<file path="src/rtl/avmm_arb_pkg.sv">
// Shared state encoding and requester ids for the fetch/data Avalon-MM arbiter.
// Build macro ARB_ROUND_ROBIN_EN selects round-robin arbitration; otherwise the data side has priority.
package avmm_arb_pkg;

    typedef logic req_id_t;

    localparam req_id_t REQ_IF = 1'b0;
    localparam req_id_t REQ_DS = 1'b1;

    localparam logic [1:0] ST_IDLE = 2'd0;
    localparam logic [1:0] ST_BUS  = 2'd1;
    localparam logic [1:0] ST_DONE = 2'd2;

`ifdef ARB_ROUND_ROBIN_EN
    localparam bit ARB_RR_EN = 1'b1;
`else
    localparam bit ARB_RR_EN = 1'b0;
`endif

endpackage

</file>
<file path="src/rtl/arb_rr_picker.sv">
// Combinational two-way grant between instruction fetch and data side.
// With ARB_ROUND_ROBIN_EN defined, a tie goes to the side not granted last; otherwise data wins ties.
module arb_rr_picker
    import avmm_arb_pkg::*;
(
    input  logic    if_req_i,
    input  logic    ds_req_i,
    input  req_id_t last_grant_i,
    output logic    valid_o,
    output req_id_t grant_o
);

    always_comb begin
        valid_o = if_req_i | ds_req_i;
        if (if_req_i && ds_req_i) begin
            grant_o = (ARB_RR_EN && (last_grant_i == REQ_DS)) ? REQ_IF : REQ_DS;
        end else if (if_req_i) begin
            grant_o = REQ_IF;
        end else begin
            grant_o = REQ_DS;
        end
    end

endmodule

</file>
<file path="src/rtl/avmm_fetch_data_arbiter.sv">
// Shares one Avalon-MM master between an instruction-fetch port and a data port.
// Tie-break policy is set by ARB_ROUND_ROBIN_EN (see arb_rr_picker); every Avalon output is registered.
module avmm_fetch_data_arbiter
    import avmm_arb_pkg::*;
#(
    parameter int ADDR_W = 32,
    parameter int DATA_W = 32
) (
    input  logic                  clk_i,
    input  logic                  reset_i,

    input  logic                  if_req_i,
    input  logic [ADDR_W-1:0]     if_addr_i,
    output logic                  if_ready_o,

    input  logic                  ds_req_i,
    input  logic                  ds_we_i,
    input  logic [ADDR_W-1:0]     ds_addr_i,
    input  logic [DATA_W-1:0]     ds_wdata_i,
    input  logic [DATA_W/8-1:0]   ds_be_i,
    output logic                  ds_ready_o,

    output logic [DATA_W-1:0]     rdata_o,

    output logic [ADDR_W-1:0]     m_address_o,
    output logic                  m_read_o,
    output logic                  m_write_o,
    output logic [DATA_W-1:0]     m_writedata_o,
    output logic [DATA_W/8-1:0]   m_byteenable_o,
    input  logic                  m_waitrequest_i,
    input  logic [DATA_W-1:0]     m_readdata_i
);

    logic [1:0]            state_q, state_d;
    req_id_t               owner_q, owner_d;
    req_id_t               last_grant_q, last_grant_d;
    logic [ADDR_W-1:0]     addr_q, addr_d;
    logic                  read_q, read_d;
    logic                  write_q, write_d;
    logic [DATA_W-1:0]     wdata_q, wdata_d;
    logic [DATA_W/8-1:0]   be_q, be_d;
    logic [DATA_W-1:0]     rdata_q, rdata_d;
    logic                  if_ready_q, if_ready_d;
    logic                  ds_ready_q, ds_ready_d;

    logic                  pick_valid;
    req_id_t               pick_id;

    arb_rr_picker u_picker (
        .if_req_i     (if_req_i),
        .ds_req_i     (ds_req_i),
        .last_grant_i (last_grant_q),
        .valid_o      (pick_valid),
        .grant_o      (pick_id)
    );

    always_comb begin
        state_d      = state_q;
        owner_d      = owner_q;
        last_grant_d = last_grant_q;
        addr_d       = addr_q;
        read_d       = read_q;
        write_d      = write_q;
        wdata_d      = wdata_q;
        be_d         = be_q;
        rdata_d      = rdata_q;
        if_ready_d   = 1'b0;
        ds_ready_d   = 1'b0;

        case (state_q)
            ST_IDLE: begin
                // Requests are only looked at here; changes during BUS/DONE wait for the next IDLE.
                if (pick_valid) begin
                    owner_d      = pick_id;
                    last_grant_d = pick_id;
                    state_d      = ST_BUS;
                    if (pick_id == REQ_DS) begin
                        addr_d  = ds_addr_i;
                        wdata_d = ds_wdata_i;
                        be_d    = ds_be_i;
                        write_d = ds_we_i;
                        read_d  = ~ds_we_i;
                    end else begin
                        addr_d  = if_addr_i;
                        wdata_d = '0;
                        be_d    = '1;
                        write_d = 1'b0;
                        read_d  = 1'b1;
                    end
                end
            end
            ST_BUS: begin
                if (!m_waitrequest_i) begin
                    if (read_q) begin
                        rdata_d = m_readdata_i;
                    end
                    read_d  = 1'b0;
                    write_d = 1'b0;
                    state_d = ST_DONE;
                    if (owner_q == REQ_DS) begin
                        ds_ready_d = 1'b1;
                    end else begin
                        if_ready_d = 1'b1;
                    end
                end
            end
            ST_DONE: begin
                state_d = ST_IDLE;
            end
            default: begin
                state_d = ST_IDLE;
            end
        endcase
    end

    always_ff @(posedge clk_i or posedge reset_i) begin
        if (reset_i) begin
            state_q      <= ST_IDLE;
            owner_q      <= REQ_IF;
            last_grant_q <= REQ_DS;
            addr_q       <= '0;
            read_q       <= 1'b0;
            write_q      <= 1'b0;
            wdata_q      <= '0;
            be_q         <= '0;
            rdata_q      <= '0;
            if_ready_q   <= 1'b0;
            ds_ready_q   <= 1'b0;
        end else begin
            state_q      <= state_d;
            owner_q      <= owner_d;
            last_grant_q <= last_grant_d;
            addr_q       <= addr_d;
            read_q       <= read_d;
            write_q      <= write_d;
            wdata_q      <= wdata_d;
            be_q         <= be_d;
            rdata_q      <= rdata_d;
            if_ready_q   <= if_ready_d;
            ds_ready_q   <= ds_ready_d;
        end
    end

    assign m_address_o    = addr_q;
    assign m_read_o       = read_q;
    assign m_write_o      = write_q;
    assign m_writedata_o  = wdata_q;
    assign m_byteenable_o = be_q;
    assign rdata_o        = rdata_q;
    assign if_ready_o     = if_ready_q;
    assign ds_ready_o     = ds_ready_q;

endmodule

</file>
<file path="config.mk">
export PLATFORM = sky130hd
export DESIGN_NAME = avmm_fetch_data_arbiter
export DESIGN_NICKNAME = d
export VERILOG_FILES = /design/src/rtl/avmm_arb_pkg.sv /design/src/rtl/arb_rr_picker.sv /design/src/rtl/avmm_fetch_data_arbiter.sv
export SDC_FILE = /design/constraint.sdc
export NUM_CORES = 1
export LEC_CHECK = 0
export BUFFER_PORTS_ARGS = -buffer_cell sky130_fd_sc_hd__buf_2
export CAP_MARGIN = 5
export CORE_AREA = 2 2 109 111
export DETAILED_ROUTE_END_ITERATION = 8
export DIE_AREA = 0 0 111 113
export PLACE_DENSITY = 0.75
export SYNTH_ARGS = -nofsm -noshare
export SYNTH_HDL_FRONTEND = slang
export SYNTH_SLANG_ARGS = --single-unit
</file>
<file path="constraint.sdc">
create_clock -name clk_i -period 4 [get_ports clk_i]
set_clock_uncertainty 0.05 [all_clocks]
set_input_delay 1.2 -clock clk_i [delete_from_list [all_inputs] [get_ports clk_i]]
set_output_delay 1.2 -clock clk_i [all_outputs]
set_load 0.05 [all_outputs]
</file>
==> results of run 1 <==
## sequential cells by signal (all words and copies together), names as in the netlist
signal,flops
m_address_o,32
m_writedata_o,32
rdata_o,32
m_byteenable_o,4
state_q,2
ds_ready_o,1
if_ready_o,1
m_read_o,1
m_write_o,1
owner_q,1
## metrics by stage
| stage | utilization | hold slack (ns) | cell area (um^2) | cells | worst slack [ns] |
|---|---|---|---|---|---|
| after floorplan | - | 0.365 | 4450 | 276 | 1.46 |
| after global placement | 0.510 | 0.400 | 5750 | 647 | 1.14 |
| after detailed placement | 0.510 | 0.397 | 5750 | 647 | 1.07 |
| after CTS | 0.535 | 0.407 | 6030 | 662 | 1.44 |
| after global routing | 0.535 | 0.425 | 6030 | 662 | 1.41 |
| final | 0.535 | 0.416 | 6030 | 662 | 1.44 |
## routing by layer
metal	vias up	share of wire
li1	1480	-
met1	1536	0.39
met2	141	0.52
met3	10	0.074
met4	0	0.013
met5	-	0
## synth_stat cells
cell type	count	share of area
sky130_fd_sc_hd__mux2_4	30	0.10
sky130_fd_sc_hd__buf_12	4	0.018
sky130_fd_sc_hd__o21ai_1	1	0.0011
sky130_fd_sc_hd__mux2_2	61	0.15
sky130_fd_sc_hd__inv_1	1	0.00084
sky130_fd_sc_hd__o22a_1	4	0.0079
sky130_fd_sc_hd__inv_2	1	0.00084
sky130_fd_sc_hd__mux2_1	5	0.013
sky130_fd_sc_hd__nand3b_1	1	0.0017
sky130_fd_sc_hd__nor2_1	2	0.0017
sky130_fd_sc_hd__and2_1	1	0.0014
sky130_fd_sc_hd__and2_4	1	0.0020
sky130_fd_sc_hd__a22o_1	32	0.063
sky130_fd_sc_hd__and2_2	1	0.0017
sky130_fd_sc_hd__dfrtp_1	107	0.60
sky130_fd_sc_hd__nand2_1	3	0.0025
sky130_fd_sc_hd__or3b_4	1	0.0025
sky130_fd_sc_hd__clkbuf_1	7	0.0059
sky130_fd_sc_hd__a22oi_1	1	0.0017
sky130_fd_sc_hd__o21a_1	1	0.0017
sky130_fd_sc_hd__a21o_1	1	0.0017
sky130_fd_sc_hd__buf_2	8	0.0090
sky130_fd_sc_hd__a32o_1	1	0.0023
sky130_fd_sc_hd__nor2b_1	1	0.0014
## how the worst min path moves through the flow
stage | from | end | slack, ns | cells past startpoint
after floorplan | owner_q | if_ready_o | 0.37 | 1
after global placement | owner_q | if_ready_o | 0.40 | 1
after detailed placement | owner_q | if_ready_o | 0.40 | 1
after CTS | owner_q | if_ready_o | 0.41 | 1
after global routing | owner_q | if_ready_o | 0.43 | 1
final | owner_q | if_ready_o | 0.42 | 1
## kinds of logic after synthesis
group,after synthesis,synth area share
flip-flops,107,0.602
AND/OR/NAND/NOR,11,0.0149
AO/OA/AOI/OAI,41,0.0794
buffers and inverters,21,0.0346
multiplexers,96,0.269
## layout make-up
| cell class | instances | area (um^2) | area share |
|---|---|---|---|
| Clock buffer | 12 | 256 | 0.0425 |
| Clock inverter | 3 | 23.8 | 0.00394 |
| Inverter | 2 | 11.3 | 0.00187 |
| Multi-Input combinational cell | 148 | 1620 | 0.268 |
| Sequential cell | 107 | 2680 | 0.444 |
| Tap cell | 143 | 179 | 0.0297 |
| Timing Repair Buffer | 247 | 1260 | 0.210 |
## critical path, stage by stage
cell	delay (ns)
sky130_fd_sc_hd__buf_2	0.10
sky130_fd_sc_hd__or3b_4	0.39
sky130_fd_sc_hd__inv_2	0.08
sky130_fd_sc_hd__and2_4	0.52
sky130_fd_sc_hd__mux2_2	0.41
## cell usage in the layout (no fill, tap or decap), types with 2 or more instances in the layout
cell type	count
sky130_fd_sc_hd__a22o_1	32
sky130_fd_sc_hd__buf_2	241
sky130_fd_sc_hd__buf_4	5
sky130_fd_sc_hd__clkbuf_16	9
sky130_fd_sc_hd__clkbuf_8	2
sky130_fd_sc_hd__clkinvlp_4	3
sky130_fd_sc_hd__dfrtp_1	107
sky130_fd_sc_hd__mux2_1	5
sky130_fd_sc_hd__mux2_2	61
sky130_fd_sc_hd__mux2_4	30
sky130_fd_sc_hd__nand2_1	3
sky130_fd_sc_hd__nor2_1	2
sky130_fd_sc_hd__o22a_1	4
==> insert_results.sql, run 1 <==
INSERT INTO impl_metrics (metric_group, metric, value, unit) VALUES
('timing', 'rsz_0062_raised_after_global_routing', 'no', ''),
('setup_path', 'cp-end-kind', 'flop', ''),
('drt', 'avgViaCountPerCell', '4.78', ''),
('clocking', 'ctsRootBufferMaster', 'sky130_fd_sc_hd__clkbuf_16', ''),
('setup_path', 'cp-startpoint', 'm_waitrequest_i', ''),
('timing', 'timing.final.setup_violations', '0', ''),
('setup_path', 'r2r-end', 'rdata_o[13]', ''),
('grt', 'grt_max_degree', '59', ''),
('layout', 'num-fill-cells', '962', ''),
('synth', 'synthesis.area', '0.00444', 'mm^2'),
('hold_path', 'hold_class', 'flop to flop', ''),
('setup_path', 'startpoint_type', 'input port', ''),
('grt', 'grt_overflow', '0', ''),
('clocking', 'clk_latency', '0.34', 'ns'),
('floorplan', 'core_area', '0.0113', 'mm^2'),
('timing', 'relSlewSlack', '0.604', ''),
('drt', 'vias', '3167', ''),
('grt', 'met2_usage', '0.297', ''),
('floorplan', 'floorplan.initialDensity', '0.394', ''),
('drt', 'detail_route.drc_violations', '0', ''),
('synth', 'netlist-cell-type-count', '24', ''),
('drt', 'drt_first_pass_iters', '4', ''),
('timing', 'shortest_period_the_worst_path_allows', '2.56', 'ns'),
('floorplan', 'dieArea', '0.0125', 'mm^2'),
('synth', 'syn-num-nets', '414', ''),
('setup_path', 'r2r.worst_path.cells', '4', ''),
('clocking', 'worst_setup_hold_path_clk_slew', '0.06', 'ns'),
('timing', 'post-route-period-util', '0.639', ''),
('layout', 'finish.net_count', '653', ''),
('setup_path', 'worst_r2r_startpoint', 'state_q[1]', ''),
('floorplan', 'rows', '39', ''),
('synth', 'yosysSeqAreaShare', '0.602', ''),
('setup_path', 'worst-setup-path-type', 'input port to flop', ''),
('grt', 'global_route_wire_length_before_repair', '16.3', 'mm'),
('grt', 'grt_use_total', '0.164', ''),
('timing', 'final_hold_viol_count', '0', ''),
('timing', 'totalNegativeSetupSlack', '0', 'ns'),
('setup_path', 'cp_max_fo', '32', ''),
('grt', 'gr-usage-met3', '0.0461', ''),
('status', 'run_status', 'complete, no violations', ''),
('placed_design', 'port_buffers', '241', ''),
('run', 'max-cap-violations', '0', ''),
('layout', 'layout-area-overhead-vs-synth', '35.7', '%'),
('grt', 'antenna_found_initial', '0', ''),
('layout', 'n_antenna_cell', '0', ''),
('clocking', 'cts-buffers-inserted', '9', ''),
('floorplan', 'num_io_pins', '242', ''),
('clocking', 'number_of_buffers_between_clock_root_and_the_deepest_sink', '2', ''),
('drt', 'avgRoutedWirePerCell', '15.5', 'um'),
('synth', 'ys_seq_elements', '107', ''),
('setup_path', 'worst_ep_required_time', '4.17', 'ns'),
('synth', 'post_synth.cell_area_avg', '16.1', 'um^2'),
('timing', 'timing_worst_slew_pin_value', '0.593', 'ns'),
('floorplan', 'fp.dieH', '113', 'um'),
('synth', 'syn-instance-count', '276', ''),
('clocking', 'postCtsSetupBuffers', '0', ''),
('clocking', 'cts_hold_repair.buffers', '0', ''),
('setup_path', 'arrival', '2.73', 'ns'),
('setup_path', 'worst-r2r-setup-slack', '1.99', 'ns'),
('grt', 'gr-max-usage-layer', 'met2', ''),
('synth', 'ys_warnings', '0', ''),
('timing', 'number_of_pins_with_negative_max_slew_slack_in_the_final_report', '0', ''),
('floorplan', 'die_width', '111', 'um'),
('clocking', 'clock_sinks', '107', ''),
('placed_design', 'gpl.final_weighted_congestion', '0.761', ''),
('timing', 'max_clock_freq', '391', 'MHz'),
('drt', 'drt_first_iter_violations', '109', ''),
('placed_design', 'hpwlAfterDp', '7.78', 'mm'),
('grt', 'number_of_global_route_vias_before_repair', '3228', ''),
('drt', 'totalWireLength', '10.3', 'mm'),
('drt', 'ant_nets', '0', ''),
('clocking', 'h-tree-depth', '3', ''),
('grt', 'use_met1', '0.191', ''),
('setup_path', 'worst_setup_path_endpoint', 'rdata_o[13]', ''),
('clocking', 'cts.repair.resized', '0', ''),
('layout', 'final_layout_size_suffix_gt1_frac', '0.692', ''),
('clocking', 'tritoncts_clock_tree', 'built', '');
Power of run 1 is left out: the tool's default activity adds up to more than one toggle a clock period on the data nets, which glitch-free logic cannot reach.
==> run 2: changes to the inputs <==
--- a/config.mk
+++ b/config.mk
@@ -5,12 +5,13 @@
 export SDC_FILE = /design/constraint.sdc
 export NUM_CORES = 1
 export LEC_CHECK = 0
+export ABC_AREA = 1
 export BUFFER_PORTS_ARGS = -buffer_cell sky130_fd_sc_hd__buf_2
 export CAP_MARGIN = 5
-export CORE_AREA = 2 2 109 111
+export CORE_AREA = 2 2 105 107
 export DETAILED_ROUTE_END_ITERATION = 8
-export DIE_AREA = 0 0 111 113
-export PLACE_DENSITY = 0.75
+export DIE_AREA = 0 0 107 109
+export PLACE_DENSITY = 0.79
 export SYNTH_ARGS = -nofsm -noshare
 export SYNTH_HDL_FRONTEND = slang
 export SYNTH_SLANG_ARGS = --single-unit
==> constraint.sdc (replaced) <==
create_clock -name clk_i -period 2.6 [get_ports clk_i]
set_clock_uncertainty 0.05 [all_clocks]
set_input_delay 0.78 -clock clk_i [delete_from_list [all_inputs] [get_ports clk_i]]
set_output_delay 0.78 -clock clk_i [all_outputs]
set_load 0.05 [all_outputs]
==> run 2 against run 1 <==
Compared with the run above:
- non-clock buffer count up 3
- cell count up 42%
- clock-buffer cell count down 1
- register-to-register slack worse by 0.89 ns
- area after synthesis up 5.0%
- hold slack worse by 0.038 ns
- critical path type is now flop to primary output
- cell area up 1.7%
==> insert_results.sql, run 2 <==
INSERT INTO impl_metrics (metric_group, metric, value, unit) VALUES
('grt', 'grt_overflow', '0', ''),
('timing', 'timing_worst_slew_pin_value', '0.610', 'ns'),
('status', 'run_status', 'complete, no violations', ''),
('placed_design', 'gpl.final_weighted_congestion', '0.846', ''),
('timing', 'rsz_0062_raised_after_global_routing', 'no', ''),
('setup_path', 'worst_r2r_startpoint', 'state_q[0]', ''),
('timing', 'post-route-period-util', '0.728', ''),
('floorplan', 'die_width', '107', 'um'),
('timing', 'final_hold_viol_count', '0', ''),
('synth', 'synth.top_cells.by_area', 'sky130_fd_sc_hd__dfrtp_1 (57%), sky130_fd_sc_hd__nand2_1 (24%), sky130_fd_sc_hd__nand3_1 (11%)', ''),
('clocking', 'worst_setup_hold_path_clk_slew', '0.09', 'ns'),
('synth', 'ys_seq_elements', '107', ''),
('layout', 'finish.net_count', '935', ''),
('setup_path', 'worst_ep_required_time', '1.77', 'ns'),
('clocking', 'cts_hold_repair.buffers', '0', ''),
('grt', 'number_of_global_route_vias_before_repair', '4115', ''),
('placed_design', 'detailedPlace.worstSlack', '0.417', 'ns'),
('timing', 'timing.final.setup_violations', '0', ''),
('drt', 'maxUsedRoutingLayer', 'met4', ''),
('drt', 'avgRoutedWirePerCell', '13.3', 'um'),
('timing', 'max_clock_freq', '528', 'MHz'),
('setup_path', 'cp-end-kind', 'primary output', ''),
('synth', 'complex_gate_fraction_of_the_synthesized_area', '0.00107', ''),
('synth', 'synth_top_cell_by_area', 'sky130_fd_sc_hd__dfrtp_1', ''),
('synth', 'synth_top_family_by_area', 'simple AND/OR/NAND/NOR gates', ''),
('drt', 'wirelength_met1', '5.52', 'mm'),
('setup_path', 'critical-path-slowest-cell', 'sky130_fd_sc_hd__dfrtp_1', ''),
('drt', 'vias', '4535', ''),
('synth', 'yosysMostFrequentCell', 'sky130_fd_sc_hd__nand2_1', ''),
('hold_path', 'min_delay_path_depth', '1', ''),
('layout', 'layout.cells.most_common_list', 'sky130_fd_sc_hd__nand2_1 (297), sky130_fd_sc_hd__buf_2 (241), sky130_fd_sc_hd__dfrtp_1 (107), sky130_fd_sc_hd__nand3_1 (100), sky130_fd_sc_hd__nor2_1 (15)', ''),
('drt', 'drt_first_pass_iters', '5', ''),
('pwr', 'internal_power', '4.01', 'mW'),
('drt', 'ant_nets', '0', ''),
('pwr', 'largest_voltage_drop_on_the_vdd_net', '0.670', 'mV'),
('synth', 'synth_ff_type', 'sky130_fd_sc_hd__dfrtp_1', ''),
('clocking', 'clock_sinks', '107', ''),
('clocking', 'number_of_buffers_between_clock_root_and_the_deepest_sink', '2', ''),
('setup_path', 'timing.critical_path.slowest_cell_delay', '0.43', 'ns'),
('clocking', 'ctsRootBufferMaster', 'sky130_fd_sc_hd__clkbuf_8', ''),
('layout', 'layout-area-overhead-vs-synth', '31.4', '%'),
('floorplan', 'dieArea', '0.0117', 'mm^2'),
('hold_path', 'hold_path.startpoint', 'owner_q', ''),
('setup_path', 'worst-setup-path-type', 'flop to primary output', ''),
('layout', 'final_layout_size_suffix_gt1_frac', '0.344', ''),
('pwr', 'p_switching', '5.07', 'mW'),
('setup_path', 'critical_path_buf_inv_count', '1', ''),
('pwr', 'p_total', '9.08', 'mW'),
('pwr', 'combPwrFrac', '0.567', ''),
('clocking', 'tritoncts_clock_tree', 'built', ''),
('synth', 'post_synth.cell_area_avg', '8.14', 'um^2'),
('placed_design', 'port_buffers', '241', ''),
('synth', 'synth_mux_area_frac', '0', ''),
('synth', 'synth.top_cell.area_share', '0.574', ''),
('clocking', 'cts-buffers-inserted', '9', ''),
('clocking', 'h-tree-depth', '3', ''),
('pwr', 'power-per-cell-area', '1480', 'mW/mm^2'),
('clocking', 'clk_latency', '0.35', 'ns'),
('setup_path', 'startpoint_type', 'flop', ''),
('pwr', 'share_seq_of_total_power', '0.312', ''),
('floorplan', 'fp.dieH', '109', 'um'),
('synth', 'synth_area_in_xor_xnor', '0', ''),
('hold_path', 'worstHoldEndpoint', 'if_ready_o', ''),
('clocking', 'cts.repair.resized', '0', ''),
('synth', 'netlist-cell-type-count', '15', ''),
('layout', 'layout.cells.most_common', 'sky130_fd_sc_hd__nand2_1', ''),
('drt', 'wl_met2', '5.95', 'mm'),
('synth', 'yosysSeqAreaShare', '0.574', ''),
('floorplan', 'rows', '38', ''),
('pwr', 'power_leakage', '3.72', 'nW'),
('drt', 'detail_route.drc_violations', '0', ''),
('hold_path', 'hold_class', 'flop to flop', ''),
('drt', 'route.met3.wl', '846', 'um'),
('setup_path', 'cp_max_fo', '3', ''),
('floorplan', 'floorplan.initialDensity', '0.440', ''),
('setup_path', 'timing.critical_path.cells', 'buf_2', ''),
('floorplan', 'core_area', '0.0106', 'mm^2'),
('synth', 'ys_warnings', '0', ''),
('timing', 'shortest_period_the_worst_path_allows', '1.89', 'ns'),
('grt', 'grt_max_degree', '108', ''),
('drt', 'drt_first_iter_violations', '356', ''),
('synth', 'synth-edff-count', '0', ''),
('timing', 'totalNegativeSetupSlack', '0', 'ns'),
('drt', 'avgViaCountPerCell', '4.81', ''),
('timing', 'number_of_pins_with_negative_max_slew_slack_in_the_final_report', '0', ''),
('drt', 'totalWireLength', '12.6', 'mm'),
('timing', 'worst_slack', '0.707', 'ns'),
('pwr', 'power.share.switching', '0.558', ''),
('synth', 'syn-num-nets', '711', ''),
('synth', 'synthArstFlopShare', '1.00', ''),
('run', 'max-cap-violations', '0', ''),
('synth', 'synth.cells.most_frequent', 'sky130_fd_sc_hd__nand2_1 (297), sky130_fd_sc_hd__dfrtp_1 (107), sky130_fd_sc_hd__nand3_1 (100)', ''),
('timing', 'relSlewSlack', '0.592', ''),
('setup_path', 'arrival', '1.06', 'ns'),
('placed_design', 'hpwlAfterDp', '8.73', 'mm'),
('pwr', 'power_frac_clock', '0.122', ''),
('synth', 'synth-adder-area-share', '0', ''),
('grt', 'global_route_wire_length_before_repair', '19.9', 'mm'),
('setup_path', 'worst-r2r-setup-slack', '1.10', 'ns'),
('setup_path', 'worst_path_dominant_cell_family', 'flip-flops', ''),
('synth', 'syn-instance-count', '573', ''),
('setup_path', 'r2r.worst_path.cells', '5', ''),
('grt', 'grt_use_total', '0.213', ''),
('grt', 'antenna_found_initial', '0', ''),
('synth', 'synthesis.area', '0.00467', 'mm^2'),
('setup_path', 'cp_num_cells', '1', ''),
('floorplan', 'num_io_pins', '242', ''),
('setup_path', 'r2r-end', 'm_writedata_o[10]', ''),
('clocking', 'postCtsSetupBuffers', '0', ''),
('synth', 'yosys.area_share.simple', '0.370', '');
[run 2: cell count changes after synthesis, sizes merged, moves of 7 or more]
cell / previous run / this run
mux2: 96 / 0
a22o: 32 / 0
nor2: 2 / 19
nand3: 0 / 100
nand2: 3 / 300
buf: 12 / 30
inv: 2 / 9
[run 2: worst max-delay path by stage]
stage / start / endpoint / slack, ns
after floorplan: reset_i / ds_ready_o / 0.48
final: m_read_o / m_read_o / 0.71
after global routing: ds_req_i / m_address_o[10] / 0.62
after detailed placement: ds_req_i / m_address_o[8] / 0.42
after CTS: m_read_o / m_read_o / 0.67
after global placement: ds_req_i / m_address_o[8] / 0.44
[run 2: layout make-up]
type	count	area, um^2
Clock inverter	5	67.6
Tap cell	140	175
Multi-Input combinational cell	420	1730
Sequential cell	107	2680
Clock buffer	11	151
Fill cell	1021	4470
Inverter	9	40.0
Antenna cell	1	2.50
Timing Repair Buffer	250	1290
[run 2: per-layer routing]
layer | track usage | vias up
li1 | - | 2238
met1 | 0.287 | 2108
met2 | 0.337 | 167
met3 | 0.0478 | 22
met4 | 0.0863 | 0
met5 | 0 | -
[run 2: logic make-up (layout without fill, tap and decap cells)]
| group | after synthesis | in the layout |
|---|---|---|
| buf+inv | 46 | 275 |
| simple gates | 419 | 419 |
| other cells | 0 | 1 |
| compound gates | 1 | 1 |
| flops | 107 | 107 |
[run 2: power groups by stage]
stage	combinational [mW]	clock (mW)	sequential, mW
4_1_cts	5.19	1.13	2.83
2_1_floorplan	1.33	0	5.49
6_report	5.14	1.10	2.83
5_1_grt	5.49	1.20	2.92
3_3_place_gp	5.13	0	2.84
3_5_place_dp	5.20	0	2.84
[run 2: worst reg2reg max path: cells and delay by family, from the launching register on]
kind                   cells  cell delay [ns]
flip-flops                 1             0.43
AND/OR/NAND/NOR            4             0.65
buffers and inverters      1             0.26
[run 2: metrics by stage]
| step | util | area, um^2 | instances | hold slack (ns) |
|---|---|---|---|---|
| 2_1_floorplan | - | 4670 | 573 | 0.353 |
| 3_3_place_gp | 0.557 | 5910 | 926 | 0.361 |
| 3_5_place_dp | 0.557 | 5910 | 926 | 0.366 |
| 4_1_cts | 0.578 | 6130 | 942 | 0.379 |
| 5_1_grt | 0.578 | 6130 | 942 | 0.399 |
| 6_report | 0.578 | 6130 | 943 | 0.377 |
No activity file was read; power rests on OpenSTA's default activity.
